## config.mk

```make
export PLATFORM = sky130hd
export DESIGN_NAME = complete_arbiter_flat
export DESIGN_NICKNAME = d
export VERILOG_FILES = /design/src/rtl/complete_arbiter_if.sv /design/src/rtl/complete_arbiter.sv /design/src/flat_wrapper.sv
export SDC_FILE = /design/constraint.sdc
export NUM_CORES = 2
export LEC_CHECK = 0
export CORE_MARGIN = 2
export CORE_UTILIZATION = 45
export CTS_CLUSTER_DIAMETER = 50
export DETAILED_ROUTE_END_ITERATION = 16
export GPL_TIMING_DRIVEN = 0
export PLACE_DENSITY = 0.62
export SLEW_MARGIN = 10
export SYNTH_ARGS = -nofsm -noshare
export SYNTH_HDL_FRONTEND = slang
export SYNTH_SLANG_ARGS = --single-unit
```

## constraint.sdc

```tcl
create_clock -name clock -period 4.9 [get_ports clock]
set_input_delay 0.98 -clock clock [delete_from_list [all_inputs] [get_ports clock]]
set_output_delay 0.98 -clock clock [all_outputs]
set_load 0.05 [all_outputs]
```

## src/rtl/complete_arbiter_if.sv

```systemverilog
// Completion bus between the functional units and the completion arbiter.
// It carries the CDB/ROB broadcast channels and the occupancy count.
interface complete_arbiter_if #(
  parameter int NUM_FU    = 3,
  parameter int CDB_WIDTH = 2,
  parameter int BUF_DEPTH = 8,
  parameter int PR_W      = 6,
  parameter int ROB_W     = 5,
  parameter int XLEN      = 32,
  parameter int PC_W      = 32
);
  localparam int CNT_W = $clog2(BUF_DEPTH) + 1;

  logic [NUM_FU-1:0]                 fu_valid;
  logic [NUM_FU-1:0][PR_W-1:0]       fu_pr_idx;
  logic [NUM_FU-1:0][ROB_W-1:0]      fu_rob_idx;
  logic [NUM_FU-1:0][XLEN-1:0]       fu_dest_value;
  logic [NUM_FU-1:0]                 fu_take_branch;
  logic [NUM_FU-1:0][PC_W-1:0]       fu_target_pc;
  logic [NUM_FU-1:0]                 fu_ready;

  logic [CDB_WIDTH-1:0]              cdb_valid;
  logic [CDB_WIDTH-1:0][PR_W-1:0]    cdb_t_idx;
  logic [CDB_WIDTH-1:0]              rob_complete;
  logic [CDB_WIDTH-1:0][ROB_W-1:0]   rob_idx;
  logic [CDB_WIDTH-1:0][XLEN-1:0]    rob_dest_value;
  logic [CDB_WIDTH-1:0]              rob_precise_state_enable;
  logic [CDB_WIDTH-1:0][PC_W-1:0]    rob_target_pc;
  logic [CNT_W-1:0]                  buf_count;

  modport master (
    output fu_valid, fu_pr_idx, fu_rob_idx, fu_dest_value, fu_take_branch, fu_target_pc,
    input  fu_ready, cdb_valid, cdb_t_idx, rob_complete, rob_idx, rob_dest_value,
           rob_precise_state_enable, rob_target_pc, buf_count
  );

  modport slave (
    input  fu_valid, fu_pr_idx, fu_rob_idx, fu_dest_value, fu_take_branch, fu_target_pc,
    output fu_ready, cdb_valid, cdb_t_idx, rob_complete, rob_idx, rob_dest_value,
           rob_precise_state_enable, rob_target_pc, buf_count
  );
endinterface

```

## src/rtl/complete_arbiter.sv

```systemverilog
// Completion arbiter: buffers FU completions in a circular FIFO and broadcasts
// up to CDB_WIDTH of them per cycle on registered CDB/ROB channels, oldest first.
module complete_arbiter #(
  parameter int NUM_FU    = 3,
  parameter int CDB_WIDTH = 2,
  parameter int BUF_DEPTH = 8,
  parameter int PR_W      = 6,
  parameter int ROB_W     = 5,
  parameter int XLEN      = 32,
  parameter int PC_W      = 32
) (
  input  logic              clock,
  input  logic              reset,
  input  logic              squash,
  complete_arbiter_if.slave bus
);
  localparam int PTR_W = $clog2(BUF_DEPTH);
  localparam int CNT_W = PTR_W + 1;

  typedef struct packed {
    logic [PR_W-1:0]  pr_idx;
    logic [ROB_W-1:0] rob_idx;
    logic [XLEN-1:0]  value;
    logic             take_branch;
    logic [PC_W-1:0]  target_pc;
  } entry_t;

  entry_t                      mem_q [BUF_DEPTH];
  entry_t                      mem_d [BUF_DEPTH];
  logic   [PTR_W-1:0]          head_q, head_d, tail_q, tail_d;
  logic   [CNT_W-1:0]          count_q, count_d;
  logic   [CNT_W-1:0]          free_cnt, pop_cnt, push_cnt;
  logic   [NUM_FU-1:0]         ready;
  logic   [CDB_WIDTH-1:0]      valid_q, valid_d;
  entry_t [CDB_WIDTH-1:0]      out_q, out_d;

  // Port i may accept only if i earlier ports could also fit, so any subset fits.
  always_comb begin
    ready    = '0;
    free_cnt = CNT_W'(BUF_DEPTH) - count_q;
    for (int i = 0; i < NUM_FU; i++) begin
      ready[i] = (CNT_W'(i) < free_cnt) && !squash;
    end
    pop_cnt = (count_q < CNT_W'(CDB_WIDTH)) ? count_q : CNT_W'(CDB_WIDTH);
  end

  always_comb begin
    mem_d    = mem_q;
    push_cnt = '0;
    for (int i = 0; i < NUM_FU; i++) begin
      if (bus.fu_valid[i] && ready[i]) begin
        mem_d[tail_q + push_cnt[PTR_W-1:0]] = '{
          pr_idx:      bus.fu_pr_idx[i],
          rob_idx:     bus.fu_rob_idx[i],
          value:       bus.fu_dest_value[i],
          take_branch: bus.fu_take_branch[i],
          target_pc:   bus.fu_target_pc[i]
        };
        push_cnt = push_cnt + CNT_W'(1);
      end
    end

    valid_d = '0;
    out_d   = '0;
    for (int k = 0; k < CDB_WIDTH; k++) begin
      if (CNT_W'(k) < pop_cnt) begin
        valid_d[k] = 1'b1;
        out_d[k]   = mem_q[head_q + PTR_W'(k)];
      end
    end

    head_d  = head_q + pop_cnt[PTR_W-1:0];
    tail_d  = tail_q + push_cnt[PTR_W-1:0];
    count_d = count_q - pop_cnt + push_cnt;

    if (squash) begin
      head_d  = '0;
      tail_d  = '0;
      count_d = '0;
      valid_d = '0;
      out_d   = '0;
    end
  end

  always_ff @(posedge clock or negedge reset) begin
    if (!reset) begin
      head_q  <= '0;
      tail_q  <= '0;
      count_q <= '0;
      valid_q <= '0;
      out_q   <= '0;
    end else begin
      head_q  <= head_d;
      tail_q  <= tail_d;
      count_q <= count_d;
      valid_q <= valid_d;
      out_q   <= out_d;
    end
  end

  // Storage is qualified by count, so it needs no reset.
  always_ff @(posedge clock) begin
    mem_q <= mem_d;
  end

  assign bus.fu_ready  = ready;
  assign bus.buf_count = count_q;

  always_comb begin
    bus.cdb_valid                = valid_q;
    bus.rob_complete             = valid_q;
    bus.cdb_t_idx                = '0;
    bus.rob_idx                  = '0;
    bus.rob_dest_value           = '0;
    bus.rob_precise_state_enable = '0;
    bus.rob_target_pc            = '0;
    for (int k = 0; k < CDB_WIDTH; k++) begin
      bus.cdb_t_idx[k]                = out_q[k].take_branch ? '0 : out_q[k].pr_idx;
      bus.rob_idx[k]                  = out_q[k].rob_idx;
      bus.rob_dest_value[k]           = out_q[k].value;
      bus.rob_precise_state_enable[k] = out_q[k].take_branch;
      bus.rob_target_pc[k]            = out_q[k].target_pc;
    end
  end
endmodule
```

## src/flat_wrapper.sv

```systemverilog
// flat-port wrapper written by rule: the top's interface ports become plain ports
module complete_arbiter_flat 
#(
  parameter int NUM_FU    = 3,
  parameter int CDB_WIDTH = 2,
  parameter int BUF_DEPTH = 8,
  parameter int PR_W      = 6,
  parameter int ROB_W     = 5,
  parameter int XLEN      = 32,
  parameter int PC_W      = 32
)
  (clock, reset, squash, bus_fu_valid, bus_fu_pr_idx, bus_fu_rob_idx, bus_fu_dest_value, bus_fu_take_branch, bus_fu_target_pc, bus_fu_ready, bus_cdb_valid, bus_cdb_t_idx, bus_rob_complete, bus_rob_idx, bus_rob_dest_value, bus_rob_precise_state_enable, bus_rob_target_pc, bus_buf_count);
  complete_arbiter_if #(.NUM_FU(NUM_FU), .CDB_WIDTH(CDB_WIDTH), .BUF_DEPTH(BUF_DEPTH), .PR_W(PR_W), .ROB_W(ROB_W), .XLEN(XLEN), .PC_W(PC_W)) bus_i ();
  input  logic clock;
  input  logic reset;
  input  logic squash;
  input wire logic [$bits(bus_i.fu_valid)-1:0] bus_fu_valid;
  input wire logic [$bits(bus_i.fu_pr_idx)-1:0] bus_fu_pr_idx;
  input wire logic [$bits(bus_i.fu_rob_idx)-1:0] bus_fu_rob_idx;
  input wire logic [$bits(bus_i.fu_dest_value)-1:0] bus_fu_dest_value;
  input wire logic [$bits(bus_i.fu_take_branch)-1:0] bus_fu_take_branch;
  input wire logic [$bits(bus_i.fu_target_pc)-1:0] bus_fu_target_pc;
  output wire logic [$bits(bus_i.fu_ready)-1:0] bus_fu_ready;
  output wire logic [$bits(bus_i.cdb_valid)-1:0] bus_cdb_valid;
  output wire logic [$bits(bus_i.cdb_t_idx)-1:0] bus_cdb_t_idx;
  output wire logic [$bits(bus_i.rob_complete)-1:0] bus_rob_complete;
  output wire logic [$bits(bus_i.rob_idx)-1:0] bus_rob_idx;
  output wire logic [$bits(bus_i.rob_dest_value)-1:0] bus_rob_dest_value;
  output wire logic [$bits(bus_i.rob_precise_state_enable)-1:0] bus_rob_precise_state_enable;
  output wire logic [$bits(bus_i.rob_target_pc)-1:0] bus_rob_target_pc;
  output wire logic [$bits(bus_i.buf_count)-1:0] bus_buf_count;
  assign bus_i.fu_valid = bus_fu_valid;
  assign bus_i.fu_pr_idx = bus_fu_pr_idx;
  assign bus_i.fu_rob_idx = bus_fu_rob_idx;
  assign bus_i.fu_dest_value = bus_fu_dest_value;
  assign bus_i.fu_take_branch = bus_fu_take_branch;
  assign bus_i.fu_target_pc = bus_fu_target_pc;
  assign bus_fu_ready = bus_i.fu_ready;
  assign bus_cdb_valid = bus_i.cdb_valid;
  assign bus_cdb_t_idx = bus_i.cdb_t_idx;
  assign bus_rob_complete = bus_i.rob_complete;
  assign bus_rob_idx = bus_i.rob_idx;
  assign bus_rob_dest_value = bus_i.rob_dest_value;
  assign bus_rob_precise_state_enable = bus_i.rob_precise_state_enable;
  assign bus_rob_target_pc = bus_i.rob_target_pc;
  assign bus_buf_count = bus_i.buf_count;
  complete_arbiter #(.NUM_FU(NUM_FU), .CDB_WIDTH(CDB_WIDTH), .BUF_DEPTH(BUF_DEPTH), .PR_W(PR_W), .ROB_W(ROB_W), .XLEN(XLEN), .PC_W(PC_W)) u_core (.clock(clock), .reset(reset), .squash(squash), .bus(bus_i));
endmodule
```

==> summary.md <==
| Metric | Value |
|---|---|
| Worst Setup Start Kind | `register` |
| Placeable Area | `0.0984 sq mm` |
| Synth area leader | `dfxtp_1` |
| CP top delay family | `simple AND/OR/NAND/NOR gates` |
| Largest net degree at the start of global routing | `94` |
| # rows | `115` |
| Rel. slew slack | `0.134` |
| Hold_buf cts | `0` |
| Synth top cells by count | `a221oi_1, dfxtp_1, o21ai_0` |
| Nets | `5113` |
| # IOs | `397` |
| WL per Instance | `34.7 um` |
| Worst Max-Slew Pin Slew | `1300 ps` |
| Clock latency on the worst-skew pair | `730 ps` |
| Detail Route Antenna Nets | `0` |
| Synth Cell Area | `0.0447 sq mm` |
| Top post-synthesis cells by area | `dfxtp_1, mux4_2, a221oi_1, o2bb2ai_1, dfrtp_1` |
| CTS root buffer | `clkbuf_16` |
| Max VDD drop | `0.368 mV` |
| Initial Util | `0.454` |
| Final hold vios | `0` |
| Flop and latch count out of synthesis | `772` |
| CP required | `5530 ps` |
| Worst Path Max Fanout | `10` |
| DRC | `0` |
| Post-synthesis sequential area ratio | `0.364` |
| Clk_skew | `26.2 ps` |
| Number of port buffers | `320` |
| First-pass GRT wire length | `308 mm` |
| Count of unique library cells instantiated by Yosys | `56` |
| Num CTS Buffers | `107` |
| Share of the clock period used by the worst path | `0.988` |
| Clock Pin Slew Worst Setup and Hold Paths | `60 ps` |
| MaxCap Viol Count | `0` |
| Ys flop type | `dfxtp_1` |
| Total die area | `0.102 sq mm` |
| CP bufs+invs | `4` |
| Mean post-synth cell area | `10.1 sq um` |
| Tot GR Track Use | `0.411` |
| H-tree levels | `3` |
| Final count of pins violating max slew | `0` |
| Post-DP HPWL | `143 mm` |
| Setup TNS | `0 ps` |
| Die Y | `319 um` |
| Critical-path cell list | `inv_1 > ha_1 > buf_2 > nor3b_2 > a41oi_4 > nor2b_1 > nor3b_2 > ha_1 > ha_1 > or4b_1 > nor3_2 > buf_2 > buf_2 > a221oi_1 > o2bb2ai_1` |
| HP Class | `in -> async` |
| Final wirelength | `217 mm` |
| Synth warn | `0` |
| Leakage dissipation | `19.2 nW` |
| Via density | `7.47` |
| Die width | `319 um` |
| Syn Inst Count | `4427` |
| Min cycle time layout | `4840 ps` |
| Slowest CP cell | `or4b_1` |
| Layout cells sized above 1 | `0.182` |
| Pwr per Cell Area | `769 mW/mm^2` |
| Post-synth top area share | `0.273` |
| WS Path Type | `reg -> reg` |
| # fillers | `8928` |
| Global route overflow | `0` |
| Clock sinks | `772` |
| Initial antenna violation count | `29` |
| Core Util, Final | `0.545` |
| Worst endpoint data arrival time | `5480 ps` |
| Achievable frequency | `207 MHz` |
| Longest Clk Path Bufs | `3` |
| CP Capture Type | `register` |
| Status | `finished, final reports clean` |
| Number of global-route vias before repair | `44.8k` |
| Drt pass-1 iters | `6` |
| Starting DRT DRC Count | `7709` |
| CTS tree | `built` |
| Via count | `46.7k` |
| Area growth, synth to finish | `20.2%` |
| Post-synthesis async set-or-reset flop share | `0.212` |
| Crit-path max cell delay | `640 ps` |
| Post-synth EDFFs | `0` |
| Routability cong. | `1.00` |
| # setup viols final | `0` |
[final timing paths]
check,depth (start not counted),from,end,slack (ps)
setup / recovery,15,u_core.bus.buf_count[0],u_core.mem_q[212],60
hold / removal,1,reset,u_core.out_q[146],220
setup reg to reg,15,u_core.bus.buf_count[0],u_core.mem_q[212],60
hold reg to reg,2,u_core.mem_q[606],u_core.mem_q[606],580
max in group asynchronous,2,reset,u_core.bus.rob_dest_value[5],3720
min in group clock,2,u_core.mem_q[606],u_core.mem_q[606],580
[registers in the layout, indices dropped and copies added (netlist names)]
name	flops
u_core.bus.cdb_valid	2
u_core.bus.buf_count	4
u_core.out_q	12
u_core.tail_q	3
u_core.bus.rob_dest_value	64
u_core.head_q	3
u_core.bus.rob_idx	10
u_core.bus.rob_target_pc	64
u_core.bus.rob_precise_state_enable	2
u_core.mem_q	608
[worst reg2reg max path, stage by stage, from the launching register on]
cell       delay, ps
dfrtp_1          540
inv_1            170
ha_1             260
buf_2            200
nor3b_2          250
a41oi_4           60
nor2b_1          240
nor3b_2          110
ha_1             220
ha_1             330
or4b_1           640
nor3_2           430
buf_2            560
buf_2            450
a221oi_1         110
o2bb2ai_1        190
[area by class of cell]
class / count / area, sq um / share of cell area
multi-input combinational: 2901 / 24900 / 0.463
sequential: 772 / 16300 / 0.303
buffer: 739 / 3700 / 0.0690
timing repair buffer: 324 / 3260 / 0.0608
clock buffer: 140 / 3020 / 0.0562
tap: 1287 / 1610 / 0.0300
clock inverter: 62 / 825 / 0.0154
inverter: 15 / 56.3 / 0.00105
antenna: 20 / 50.0 / 0.000932
[cell families (layout without fill, tap and decap cells)]
group | count (synthesis) | count (layout) | share of synthesized area
AO/OA/AOI/OAI | 1924 | 1924 | 0.313
XOR/XNOR | 12 | 12 | 0.00235
flip-flops | 772 | 772 | 0.364
buffers and inverters | 755 | 1280 | 0.0808
adder cells (fa/ha/maj) | 19 | 19 | 0.00616
other | 1 | 22 | 0.0000840
AND/OR/NAND/NOR | 564 | 564 | 0.0627
multiplexers | 380 | 380 | 0.170
[where the power goes]
part           internal (mW)  switching, mW
logic                   9.07           12.0
clock network           5.15           3.31
registers               9.50           2.31
total                   23.7           17.6
[metrics by stage]
stage                     hold slack, ps  power, mW  setup WS, ps  cell area (sq um)  std cells
after detailed placement             558       32.0         -1080              49500       6036
after global routing                 286       42.7         -23.1              53600       6245
after floorplan                      519       25.4           390              44700       4428
after CTS                            261       40.4         -45.5              53500       6238
after global placement               551       31.7         -4880              49500       6035
final                                223       41.3          58.2              53700       6260
[per-layer routing]
metal,vias to the layer above,global-route usage,part of all wire
met2,4381,0.600,0.42
met1,22800,0.512,0.36
met3,1088,0.160,0.15
li1,18400,-,-
met5,-,0.00946,0.0011
met4,26,0.246,0.073
[layout by cell type (no fill, tap or decap), types with 4 or more instances in the layout]
master / synthesis / final
a21oi_1: 78 / 78
a221oi_1: 608 / 608
and2_1: 76 / 76
buf_1: 123 / 118
buf_2: 138 / 136
buf_4: 146 / 153
buf_6: 6 / 10
bufinv_16: 0 / 15
clkbuf_1: 321 / 268
clkbuf_16: 0 / 110
clkbuf_2: 6 / 59
clkbuf_4: 0 / 12
clkbuf_8: 0 / 15
clkdlybuf4s50_1: 0 / 319
clkinv_2: 0 / 10
clkinv_4: 0 / 10
clkinvlp_4: 0 / 15
dfrtp_1: 164 / 163
dfxtp_1: 608 / 608
diode_2: 0 / 20
fa_1: 5 / 4
ha_1: 14 / 14
inv_1: 15 / 15
inv_6: 0 / 8
mux2i_1: 76 / 76
mux4_2: 304 / 304
nand2_1: 236 / 236
nand3_1: 9 / 7
nor2_1: 99 / 96
nor2_2: 1 / 4
nor2b_1: 97 / 96
nor3_2: 8 / 8
o211ai_1: 12 / 12
o21ai_0: 545 / 544
o21ai_1: 142 / 143
o2bb2ai_1: 532 / 532
or3_1: 5 / 5
xnor2_1: 7 / 6
[what timing repair did]
item | 4_1_cts | 5_1_grt
resized for setup | 73 | 64
endpoints found under the setup margin | 609 | 585
buffers inserted | 0 | 2
pin swaps | 0 | 1
cloned | 0 | 0
(Power assumes the default switching activity.)
